[src/rtl/reset_seq_pkg.sv]
// Shared definitions for the reset sequencer: cause-bit layout, sequencer states
// and a helper for sizing counters that must never collapse to zero width.
package reset_seq_pkg;

    localparam int CAUSE_POR = 0;
    localparam int CAUSE_PLL = 1;
    localparam int CAUSE_EXT = 2;
    localparam int CAUSE_SW  = 3;

    localparam logic [3:0] POR_CAUSE = 4'(1 << CAUSE_POR);

    typedef enum logic [1:0] {
        HOLD  = 2'd0,
        STAGE = 2'd1,
        RUN   = 2'd2
    } seq_state_t;

    // A delay of 1 still needs a 1-bit counter that sits at its terminal value.
    function automatic int cnt_width(input int n);
        return (n > 1) ? $clog2(n) : 1;
    endfunction

endpackage

[src/rtl/rst_sync_debounce.sv]
// Two-flop synchronizer followed by a saturating debounce counter; active asserts
// after DEBOUNCE consecutive active samples and drops on the first inactive one.
module rst_sync_debounce #(
    parameter int DEBOUNCE    = 16,
    parameter bit ACTIVE_HIGH = 1'b1
) (
    input  logic clk_core,
    input  logic reset_n,
    input  logic async_in,
    output logic active
);

    localparam int CW = $clog2(DEBOUNCE + 1);
    localparam logic [CW-1:0] CNT_MAX = CW'(DEBOUNCE);

    logic [1:0]    sync_reg;
    logic [CW-1:0] cnt_reg;
    logic          active_reg;
    logic          sample_active;

    assign sample_active = ACTIVE_HIGH ? sync_reg[1] : ~sync_reg[1];
    assign active        = active_reg;

    always_ff @(posedge clk_core or negedge reset_n) begin
        if (!reset_n) begin
            sync_reg   <= '0;
            cnt_reg    <= '0;
            active_reg <= 1'b0;
        end else begin
            sync_reg <= {sync_reg[0], async_in};
            if (!sample_active) begin
                cnt_reg    <= '0;
                active_reg <= 1'b0;
            end else if (cnt_reg != CNT_MAX) begin
                // Once saturated the counter and active flag simply hold.
                cnt_reg    <= cnt_reg + CW'(1);
                active_reg <= (cnt_reg == CNT_MAX - CW'(1));
            end
        end
    end

endmodule

[src/rtl/reset_sequencer.sv]
// Qualifies PLL lock and the board reset button, then releases NCH reset domains
// one after another; keeps a sticky record of why the last reset happened.
module reset_sequencer
    import reset_seq_pkg::*;
#(
    parameter int LOCK_WINDOW     = 4,
    parameter int NCH             = 3,
    parameter int STAGE_DELAY     = 256,
    parameter int DEBOUNCE        = 16,
    parameter bit EXT_ACTIVE_HIGH = 1'b1
) (
    input  logic           clk_core,
    input  logic           reset_n,
    input  logic           pll_locked,
    input  logic           ext_reset,
    input  logic           sw_reset_req,
    input  logic           cause_clr,
    output logic [NCH-1:0] rst_out_n,
    output logic           lock_stable,
    output logic           seq_done,
    output logic [3:0]     cause
);

    localparam int CNT_W = cnt_width(STAGE_DELAY);
    localparam int IDX_W = $clog2(NCH) + 1;
    localparam logic [CNT_W-1:0] CNT_LAST = CNT_W'(STAGE_DELAY - 1);
    localparam logic [IDX_W-1:0] IDX_LAST = IDX_W'(NCH - 1);

    genvar gi;

    logic pll_act;
    logic ext_act;

    // With DEBOUNCE=1 the active flag is the synchronized lock delayed one edge,
    // so it doubles as the first tap of the lock window.
    rst_sync_debounce #(
        .DEBOUNCE    (1),
        .ACTIVE_HIGH (1'b1)
    ) u_pll_sync (
        .clk_core (clk_core),
        .reset_n  (reset_n),
        .async_in (pll_locked),
        .active   (pll_act)
    );

    rst_sync_debounce #(
        .DEBOUNCE    (DEBOUNCE),
        .ACTIVE_HIGH (EXT_ACTIVE_HIGH)
    ) u_ext_debounce (
        .clk_core (clk_core),
        .reset_n  (reset_n),
        .async_in (ext_reset),
        .active   (ext_act)
    );

    logic [LOCK_WINDOW-1:0] window;
    logic                   lock_stable_reg;

    assign window[0] = pll_act;
    for (gi = 1; gi < LOCK_WINDOW; gi++) begin : g_tap
        logic tap_reg;
        always_ff @(posedge clk_core or negedge reset_n) begin
            if (!reset_n) tap_reg <= 1'b0;
            else          tap_reg <= window[gi-1];
        end
        assign window[gi] = tap_reg;
    end

    always_ff @(posedge clk_core or negedge reset_n) begin
        if (!reset_n) lock_stable_reg <= 1'b0;
        else          lock_stable_reg <= &window;
    end

    seq_state_t       state_reg, state_next;
    logic [CNT_W-1:0] cnt_reg, cnt_next;
    logic [IDX_W-1:0] idx_reg, idx_next;
    logic [NCH-1:0]   rst_reg, rst_next;
    logic             done_reg, done_next;
    logic [3:0]       cause_reg, cause_next;
    logic [3:0]       cause_set;
    logic             hold_cond;
    logic             stage_last;
    logic [NCH-1:0]   release_hit;

    assign hold_cond  = !lock_stable_reg || ext_act || (sw_reset_req && state_reg == RUN);
    assign stage_last = (state_reg == STAGE) && (cnt_reg == CNT_LAST);

    for (gi = 0; gi < NCH; gi++) begin : g_release
        assign release_hit[gi] = stage_last && (idx_reg == IDX_W'(gi));
    end

    always_ff @(posedge clk_core or negedge reset_n) begin
        if (!reset_n) begin
            state_reg <= HOLD;
            cnt_reg   <= '0;
            idx_reg   <= '0;
            rst_reg   <= '0;
            done_reg  <= 1'b0;
            cause_reg <= POR_CAUSE;
        end else begin
            state_reg <= state_next;
            cnt_reg   <= cnt_next;
            idx_reg   <= idx_next;
            rst_reg   <= rst_next;
            done_reg  <= done_next;
            cause_reg <= cause_next;
        end
    end

    always_comb begin
        state_next = state_reg;
        cnt_next   = cnt_reg;
        idx_next   = idx_reg;
        rst_next   = rst_reg;
        done_next  = done_reg;
        cause_next = cause_clr ? 4'b0000 : cause_reg;

        cause_set            = '0;
        cause_set[CAUSE_PLL] = !lock_stable_reg;
        cause_set[CAUSE_EXT] = ext_act;
        cause_set[CAUSE_SW]  = sw_reset_req;

        if (hold_cond) begin
            state_next = HOLD;
            cnt_next   = '0;
            idx_next   = '0;
            rst_next   = '0;
            done_next  = 1'b0;
            // A simultaneous clear only wipes the old bits, never the new ones.
            if (state_reg != HOLD) cause_next = cause_next | cause_set;
        end else begin
            case (state_reg)
                HOLD: begin
                    state_next = STAGE;
                    cnt_next   = '0;
                    idx_next   = '0;
                end
                STAGE: begin
                    if (stage_last) begin
                        cnt_next = '0;
                        idx_next = idx_reg + IDX_W'(1);
                        rst_next = rst_reg | release_hit;
                        if (idx_reg == IDX_LAST) begin
                            state_next = RUN;
                            done_next  = 1'b1;
                        end
                    end else begin
                        cnt_next = cnt_reg + CNT_W'(1);
                    end
                end
                RUN: begin
                    rst_next  = '1;
                    done_next = 1'b1;
                end
                default: state_next = HOLD;
            endcase
        end
    end

    assign rst_out_n   = rst_reg;
    assign lock_stable = lock_stable_reg;
    assign seq_done    = done_reg;
    assign cause       = cause_reg;

endmodule
[config.mk]
export PLATFORM = sky130hd
export DESIGN_NAME = reset_sequencer
export DESIGN_NICKNAME = d
export VERILOG_FILES = /design/src/rtl/reset_seq_pkg.sv /design/src/rtl/rst_sync_debounce.sv /design/src/rtl/reset_sequencer.sv
export SDC_FILE = /design/constraint.sdc
export NUM_CORES = 1
export LEC_CHECK = 0
export ABC_AREA = 1
export CORE_UTILIZATION = 56
export CTS_CLUSTER_DIAMETER = 40
export DETAILED_ROUTE_END_ITERATION = 8
export HOLD_SLACK_MARGIN = 0.08
export PLACE_DENSITY_LB_ADDON = 0.08
export SYNTH_ARGS = -nofsm -noshare
export SYNTH_HDL_FRONTEND = slang
export SYNTH_SLANG_ARGS = --single-unit
export TNS_END_PERCENT = 100
[constraint.sdc]
create_clock -name clk_core -period 1.5 [get_ports clk_core]
set_input_delay 0.3 -clock clk_core [delete_from_list [all_inputs] [get_ports clk_core]]
set_output_delay 0.3 -clock clk_core [all_outputs]
set_load 0.05 [all_outputs]
==> results.json, run 1 <==
{
  "status": "finished with violations",
  "violations": "design-rule violations",
  "cp-end-kind": "flip-flop",
  "antenna_found_initial": 0,
  "dp_slack_ns": -0.0228,
  "vias": 1296,
  "drt_iter0_drc": 67,
  "power.density_mw_per_mm2": 879,
  "fin_skew_ns": 0.00690,
  "synth_area_leaders": "dfrtp_1, nand2_1, ha_1",
  "yosysSeqAreaShare_pct": 55.4,
  "cp.required_ns": 1.75,
  "async_flop_share_pct": 100,
  "dp_hpwl_um": 2320,
  "comb_power_share_pct": 4.8,
  "startpoint": "cnt_reg[1]$_DFFE_PN0P_",
  "cts_sinks": 37,
  "tritoncts": "done",
  "ys_ff_latch": 37,
  "setup_viol": 0,
  "rsz0062_at_grt": "false",
  "syn_nets": 191,
  "max-vdd-ir-drop_uv": 772,
  "crit_type": "flip-flop to flip-flop",
  "endpoint": "cnt_reg[5]$_DFFE_PN0P_",
  "largest_reg_flops": 8,
  "reg2reg_from": "cnt_reg[1]$_DFFE_PN0P_",
  "die_w_um": 56.7,
  "cap_violations": 0,
  "drc": 2,
  "hp-class": "input pin to async pin",
  "synth_warnings": 0,
  "gp_congestion": 0.888,
  "clk_root_buffer_cell": "clkbuf_4",
  "synth-main-ff-cell": "dfrtp_1",
  "synthTopCellsByCount": "dfrtp_1, nand2_1, inv_1",
  "ctsHtreeMaxLevel": 2,
  "routedWlPerCell_um": 13.4,
  "synth_area_mm2": 0.00167,
  "drtAntennaViolNets": 0,
  "max_slew_margin_pct": 78.4,
  "holdWs_ns": 0.264,
  "fp.dieArea_mm2": 0.00321,
  "r2r_cells": 8,
  "synth_top_area_share_pct": 53.8,
  "max_freq_ghz": 0.706,
  "drv_slew": 0,
  "critPathMaxFanout": 9,
  "grt_pass1_wl_um": 5680,
  "die_h_um": 56.7,
  "finalHoldViolations": 0,
  "crit_path_start_kind": "flip-flop",
  "wirelength_um": 3160,
  "critPathArrivalTime_ns": 1.67,
  "hold_buffers": 0,
  "final_cells": 236,
  "gr-total-overflow": 0,
  "finalCriticalPeriod_ns": 1.42,
  "io_pins": 15,
  "p_int_mw": 1.41,
  "cts.clk_slew.worst_paths_ns": 0.11,
  "port_buffers": 14,
  "setup_tns_ns": 0,
  "clk_latency_ns": 0.35,
  "design_area_mm2": 0.00208,
  "vias_per_cell": 5.49,
  "synth-edff-count": 0,
  "synth_area_per_cell_um2": 9.46,
  "finalCritPeriodShare_pct": 94.4,
  "core_area_mm2": 0.00281,
  "placed_cell_area_mm2": 0.00198,
  "leakage_nw": 0.933,
  "grt_pass1_vias": 1327,
  "power_switching_mw": 0.419,
  "r2r_setup_slack_ns": 0.08,
  "p_seq_share_pct": 56.7,
  "final_layout_size_suffix_gt1_share_pct": 21.0,
  "synth_largest_area_cell": "dfrtp_1",
  "grt_use_total_pct": 23.9,
  "final_nets": 218,
  "yosysUniqueCellTypes": 25,
  "firstDrtPassIters": 9,
  "sw_frac_of_total_pct": 22.9,
  "postSynthCellCount": 177,
  "dp_cells": 228,
  "p_clk_share_pct": 38.5,
  "placementRows": 19,
  "grt_max_degree": 27,
  "synth.most_common_cell": "dfrtp_1",
  "worst_pin_slew_ns": 0.324,
  "clock_path_buffers": 2,
  "initial_utilization_pct": 59.7,
  "cts_buffers": 5,
  "fin_ws_ns": 0.0833,
  "rr_endpoint": "cnt_reg[5]$_DFFE_PN0P_",
  "syn2layout_area_growth_pct": 24.4,
  "diodes": 0
}
## power by group through the flow
stage | logic (mW) | clock network [mW] | registers, mW
after floorplan | 0.0246 | 0 | 1.06
after global placement | 0.0854 | 0 | 1.06
after detailed placement | 0.0896 | 0 | 1.06
after CTS | 0.0897 | 0.712 | 1.04
after global routing | 0.101 | 0.745 | 1.04
final | 0.0876 | 0.704 | 1.04
## stage by stage
step | utilization (%) | power (mW)
floorplan | - | 1.09
global placement | 70.7 | 1.14
detailed placement | 70.7 | 1.15
CTS | 73.7 | 1.84
global route | 74.3 | 1.89
finish | 74.3 | 1.83
## timing repair
action	in CTS	in global routing
endpoints found under the setup margin	0	13
hold endpoints to repair	0	0
setup buffers	0	0
resized for setup	0	4
## metal layers
| layer | wire (um) | track usage (%) |
|---|---|---|
| met4 | 82 | 12.9 |
| met3 | 149 | 5.76 |
| met1 | 1390 | 28.6 |
| met2 | 1540 | 39.6 |
| met5 | 0 | 0 |
## final cells by class
cell class | count | area (um2)
clock inverters | 3 | 46.3
fillers | 202 | 722
well taps | 31 | 38.8
inverters | 26 | 97.6
repair buffers | 21 | 283
multi-input cells | 113 | 653
flip-flops and latches | 37 | 927
clock buffers | 5 | 37.5
## placed cells by master, fill, tap and decap left out, drive strengths merged
cell type and count:
or3b 1, nor3 4, dfstp 1, nand4 3
clkbuf 5, xnor2 1, nand3 14, clkinv 1
clkdlybuf4s50 5, clkinvlp 1, bufinv 1, a21boi 2
inv 26, nor2 22, a31oi 1, a22o 1
a21oi 8, dfrtp 36, ha 8, o21ai 16
nand2 32, buf 16
## worst min-delay path by stage
stage                                         startpoint                                    to  slack (ns)  cells after the start
floorplan                                        reset_n                    cause[1]$_DFF_PN0_       0.004                      0
global placement    u_ext_debounce.sync_reg[0]$_DFF_PN0_  u_ext_debounce.sync_reg[1]$_DFF_PN0_        0.34                      0
detailed placement      u_pll_sync.sync_reg[0]$_DFF_PN0_      u_pll_sync.sync_reg[1]$_DFF_PN0_        0.34                      0
CTS                                              reset_n                cnt_reg[7]$_DFFE_PN0P_        0.27                      2
global route                                     reset_n                idx_reg[0]$_DFFE_PN0P_        0.30                      2
finish                                           reset_n                cnt_reg[3]$_DFFE_PN0P_        0.26                      2
## logic make-up after synthesis
group                      share of synthesized area [%]
xor gates and xnor gates                           0.523
and+or+nand+nor                                     22.6
buffers and inverters                               6.50
DFF                                                 55.4
adders and majority gates                           5.98
AOI/OAI and AO/OA                                   8.97
## critical path: stages, from the launching register on
cell and delay [ns]:
dfrtp_1 0.41, ha_1 0.23, nand2_2 0.09, nor2_4 0.14
nand2_2 0.10, nand2_2 0.10, nand2_4 0.09, o21ai_1 0.10
nor2_1 0.05
Power figures use the tool's default switching activity.
==> inputs of run 2 (changes only) <==
--- a/config.mk
+++ b/config.mk
@@ -9,6 +9,7 @@
 export CORE_UTILIZATION = 56
 export CTS_CLUSTER_DIAMETER = 40
 export DETAILED_ROUTE_END_ITERATION = 8
+export GPL_ROUTABILITY_DRIVEN = 0
 export HOLD_SLACK_MARGIN = 0.08
 export PLACE_DENSITY_LB_ADDON = 0.08
 export SYNTH_ARGS = -nofsm -noshare
==> results of run 2 <==
The final DEF is identical to that of run 1; final timing and power are the same.
==> inputs of run 3 (changes only) <==
--- a/config.mk
+++ b/config.mk
@@ -6,12 +6,13 @@
 export NUM_CORES = 1
 export LEC_CHECK = 0
 export ABC_AREA = 1
-export CORE_UTILIZATION = 56
+export CORE_UTILIZATION = 59
+export CTS_BUF_LIST = sky130_fd_sc_hd__clkbuf_2
 export CTS_CLUSTER_DIAMETER = 40
 export DETAILED_ROUTE_END_ITERATION = 8
 export GPL_ROUTABILITY_DRIVEN = 0
 export HOLD_SLACK_MARGIN = 0.08
-export PLACE_DENSITY_LB_ADDON = 0.08
+export PLACE_DENSITY = 0.81
 export SYNTH_ARGS = -nofsm -noshare
 export SYNTH_HDL_FRONTEND = slang
 export SYNTH_SLANG_ARGS = --single-unit
==> run 3 against run 2 <==
Routed wire length up 2.8%. The run now ends clean. Power down 13%. First-iteration DRC count down 28%. Worst hold slack worse by 0.051 ns. Highest routed layer unchanged. Core utilization up 5.8 points. Die area down 4.9%. Combinational power up 2.5%. Non-clock buffer count down 1. Sequential share of layout area up 0.60 points.
==> results.json, run 3 (synthesis gave the netlist of run 1 again) <==
{
  "crit_path_start_kind": "flip-flop",
  "final_layout_size_suffix_gt1_share_pct": 19.6,
  "final_nets": 217,
  "max_freq_ghz": 0.693,
  "leakage_nw": 0.927,
  "fin_skew_ns": 0.0479,
  "drc": 0,
  "cts_buffers": 5,
  "core_area_mm2": 0.00257,
  "ctsHtreeMaxLevel": 2,
  "syn2layout_area_growth_pct": 22.8,
  "max-vdd-ir-drop_uv": 791,
  "grt_pass1_wl_um": 5860,
  "die_h_um": 55.3,
  "cp_slowest_stage_delay_ns": 0.44,
  "finalCriticalPeriod_ns": 1.44,
  "diodes": 0,
  "initial_utilization_pct": 65.2,
  "largest_reg_flops": 8,
  "routedWlPerCell_um": 13.9,
  "die_w_um": 55.3,
  "clk_root_buffer_cell": "clkbuf_2",
  "clk_latency_ns": 0.41,
  "cp-end-kind": "output port",
  "path_buf_inv": 2,
  "status": "completed",
  "max_slew_margin_pct": 82.4,
  "grt_max_degree": 38,
  "setup_tns_ns": 0,
  "path_cells": "buf_4, buf_12",
  "power_mw": 1.59,
  "wirelength_um": 3250,
  "port_buffers": 14,
  "grt_use_total_pct": 24.7,
  "layout_commonest_cell": "dfrtp_1",
  "p_clk_share_pct": 28.8,
  "io_pins": 15,
  "firstDrtPassIters": 4,
  "power.density_mw_per_mm2": 774,
  "fp.dieArea_mm2": 0.00305,
  "rr_endpoint": "u_ext_debounce.active$_DFFE_PN0P_",
  "r2r_setup_slack_ns": 0.09,
  "critPathMaxFanout": 2,
  "finalHoldViolations": 0,
  "gr-total-overflow": 0,
  "r2r_cells": 7,
  "drt_iter0_drc": 48,
  "critPathTopFamily": "flip-flops",
  "crit_type": "flip-flop to output port",
  "drtAntennaViolNets": 0,
  "placementRows": 18,
  "final_cell_mix": "dfrtp_1, nand2_1, inv_1, nor2_1, nand3_1",
  "cts_sinks": 37,
  "hp-class": "input pin to async pin",
  "cp_slowest_cell": "dfrtp_1",
  "vias_per_cell": 5.50,
  "finalCritPeriodShare_pct": 96.2,
  "dp_slack_ns": 0.0133,
  "tritoncts": "done",
  "hold_buffers": 0,
  "cp.required_ns": 1.20,
  "p_seq_share_pct": 65.5,
  "sw_frac_of_total_pct": 26.4,
  "fin_ws_ns": 0.0575,
  "clock_path_buffers": 2,
  "comb_power_share_pct": 5.6,
  "p_int_mw": 1.17,
  "setup_viol": 0,
  "power_switching_mw": 0.420,
  "reg2reg_from": "u_ext_debounce.cnt_reg[0]$_DFFE_PN0P_",
  "antenna_found_initial": 0,
  "grt_pass1_vias": 1344,
  "worst_pin_slew_ns": 0.263,
  "drv_slew": 0,
  "critPathArrivalTime_ns": 1.14,
  "placed_cell_area_mm2": 0.00198,
  "cts.clk_slew.worst_paths_ns": 0.23,
  "design_area_mm2": 0.00206,
  "cap_violations": 0,
  "fillers": 164,
  "vias": 1286,
  "dp_hpwl_um": 2250
}
-- run 3: layout make-up --
cell class / instances / area (um2) / share of cell area, %
Multi-Input combinational cell: 113 / 651 / 31.6
Sequential cell: 37 / 927 / 45.1
Clock inverter: 3 / 17.5 / 0.852
Inverter: 26 / 97.6 / 4.75
Timing Repair Buffer: 20 / 300 / 14.6
Tap cell: 30 / 37.5 / 1.83
Clock buffer: 5 / 25.0 / 1.22
-- run 3: layer usage --
layer  global-route usage [%]  up-vias  routed length, um
met3                     8.67       10                238
met1                     31.4      609               1410
met4                     10.0        0                 93
met5                        0        -                  0
met2                     38.6       48               1510
li1                         -      619                  -
-- run 3: worst max-delay path by stage --
stage / start / end / slack [ns] / cells past startpoint
3_5_place_dp: u_ext_debounce.cnt_reg[0]$_DFFE_PN0P_ / u_ext_debounce.active$_DFFE_PN0P_ / 0.01 / 7
4_1_cts: cnt_reg[0]$_DFFE_PN0P_ / cnt_reg[5]$_DFFE_PN0P_ / 0.08 / 8
6_report: lock_stable$_DFF_PN0_ / lock_stable / 0.06 / 2
2_1_floorplan: lock_stable$_DFF_PN0_ / cnt_reg[7]$_DFFE_PN0P_ / 0.02 / 8
3_3_place_gp: sw_reset_req / cnt_reg[3]$_DFFE_PN0P_ / 0.04 / 7
5_1_grt: cnt_reg[1]$_DFFE_PN0P_ / idx_reg[2]$_DFFE_PN0P_ / -0.002 / 8
-- run 3: through the flow --
step / hold slack (ns) / util [%] / instances
3_3_place_gp: 0.335 / 77.0 / 223
6_report: 0.213 / 80.1 / 234
5_1_grt: 0.234 / 80.1 / 234
3_5_place_dp: 0.342 / 77.0 / 223
2_1_floorplan: 0.00441 / - / 177
4_1_cts: 0.223 / 78.9 / 231
-- run 3: power by group through the flow --
stage / Clock, mW / Sequential [mW] / Combinational (mW)
2_1_floorplan: 0 / 1.06 / 0.0246
3_3_place_gp: 0 / 1.06 / 0.0855
3_5_place_dp: 0 / 1.06 / 0.0897
4_1_cts: 0.469 / 1.04 / 0.0903
5_1_grt: 0.504 / 1.05 / 0.102
6_report: 0.459 / 1.04 / 0.0898
-- run 3: what timing repair did --
item                       4_1_cts  5_1_grt
resized for setup                1        3
setup endpoints to repair        3        9
pin swaps                        0        2
hold endpoints to repair         0        0
buffers inserted                 0        3
==> RTL change, RTL diff (settings of run 2) <==
Set the parameter `NCH` to 6 (it was 3).
--- a/src/rtl/reset_sequencer.sv
+++ b/src/rtl/reset_sequencer.sv
@@ -5,5 +5,5 @@
 #(
     parameter int LOCK_WINDOW     = 4,
-    parameter int NCH             = 3,
+    parameter int NCH             = 6,
     parameter int STAGE_DELAY     = 256,
     parameter int DEBOUNCE        = 16,
Interface: changed (resized rst_out_n); port bits go from 15 to 18. The function was not compared with the original's and may differ.
==> RTL change against run 2 <==
- synthesized area increased by 18%
- count of clock-buffer cells in the layout unchanged
- clock power decreased by 25%
- synthesized cell count up 27%
- largest cell class unchanged
- sequential cell count up 4
- utilization down 2.5 points
- final area grew 16%
- wire length up 13%
- global-route usage fell by 1.7 points
- power shrank 3.3%
- cell count rose by 27%
- worst setup slack gained 49 ps
- highest routed layer unchanged
==> RTL change: results (changes against run 2) <==
metric	value	unit	change
placed cells	291		+28%
vias in the first global route	1404		+5.8%
Place WS	-39.04	ps	-16.23 ps
Post-Route WL	3565	µm	+13%
layout cell share with drive strength beyond 1	0.1811		-0.02865
Min-Delay Path Class	reg2reg		
syn_nets	239		+25%
WP data arrival	1620	ps	-50 ps
VDD IR max	0.0007469	V	-3.2%
Slew @ Worst Pin	307.0	ps	-16.58 ps
Placed Instance Area	0.002347	mm²	+18%
post-synthesis average cell area	8.770	µm²	-7.3%
Post-Route Skew	7.220	ps	+0.3209 ps
slowest stage cell, crit path	dfrtp_2		
slowest stage delay, CP	420	ps	
largest net degree at the start of global routing	42		+56%
Layout Nets	267		+22%
Unique masters post-synth	29		+16%
first-pass detailed-route iteration total	4		-5
initial DRC count	64		-4.5%
Internal	1346	µW	-4.6%
sequential fraction of the synthesis area	0.5206		-0.03320
top post-synthesis cells by area	dfrtp_1, nand2_1, inv_1		
worst-path fanout max	6		-3
total number of vias	1477		+14%
status	complete, no violations		
leakage	0.001183	µW	+27%
first-pass GRT wire length	5968	µm	+5.1%
Async SR Flop Fraction	1.000		unchanged
GRT Util Overall	0.2221		-0.01662
I/O Buffers	17		+3
==> RTL change: metal layers <==
| layer | global-route usage | share of wire | up-vias |
|---|---|---|---|
| met2 | 0.3898 | 0.53 | 19 |
| li1 | - | - | 770 |
| met5 | 0 | 0 | - |
| met1 | 0.2638 | 0.43 | 681 |
| met4 | 0.09206 | 0.015 | 0 |
| met3 | 0.05042 | 0.028 | 7 |
==> RTL change: timing repair <==
action | in CTS | in global routing
endpoints found under the hold margin | 40 | 0
buffers inserted | 0 | 0
endpoints found under the setup margin | 0 | 5
hold buffers | 1 | 0
gates resized for setup | 0 | 1
==> RTL change: metrics by stage <==
step             util  hold WS (ps)
6_report       0.7176         359.2
4_1_cts        0.7173         362.2
3_3_place_gp   0.6979         287.8
3_5_place_dp   0.6979         285.6
5_1_grt        0.7176         352.8
2_1_floorplan       -         4.409
==> RTL change: worst paths after layout <==
check	to	depth (start not counted)	from	slack [ps]
max	idx_reg[0]	8	cnt_reg[0]	130
min	u_ext_debounce.sync_reg[1]	0	u_ext_debounce.sync_reg[0]	360
max reg2reg	idx_reg[0]	8	cnt_reg[0]	130
min reg2reg	u_ext_debounce.sync_reg[1]	0	u_ext_debounce.sync_reg[0]	360
max in group asynchronous	cause[0]	3	reset_n	820
min in group asynchronous	seq_done	3	reset_n	430
==> RTL change: cell families after synthesis <==
family | count (synthesis) | synth area share
AOI/OAI and AO/OA | 21 | 0.06151
buffers and inverters | 38 | 0.07863
adders and majority gates | 8 | 0.05073
DFF | 41 | 0.5206
and+or+nand+nor | 115 | 0.2796
xor gates and xnor gates | 2 | 0.008879
==> RTL change: critical path, delay by kind of cell, from the launching register on <==
family | cells | cell delay (ps)
AND/OR/NAND/NOR | 7 | 620
flip-flops | 1 | 420
adder cells (fa/ha/maj) | 1 | 220
==> RTL change: area by class of cell <==
type / instances / area, µm²
Inverter: 36 / 136.4
Timing Repair Buffer: 23 / 345.3
Multi-Input combinational cell: 146 / 790.8
Sequential cell: 41 / 1028
Tap cell: 46 / 57.56
Fill cell: 293 / 949.7
Clock buffer: 5 / 37.54
Clock inverter: 3 / 17.52
==> RTL change: power by group through the flow <==
stage | Combinational [µW] | Sequential [µW] | Clock [µW]
after floorplan | 28.3 | 1170 | 0
after global placement | 94.1 | 1170 | 0
after detailed placement | 95.7 | 1170 | 0
after CTS | 98.3 | 1150 | 553
after global routing | 108 | 1150 | 603
final | 95.7 | 1150 | 529
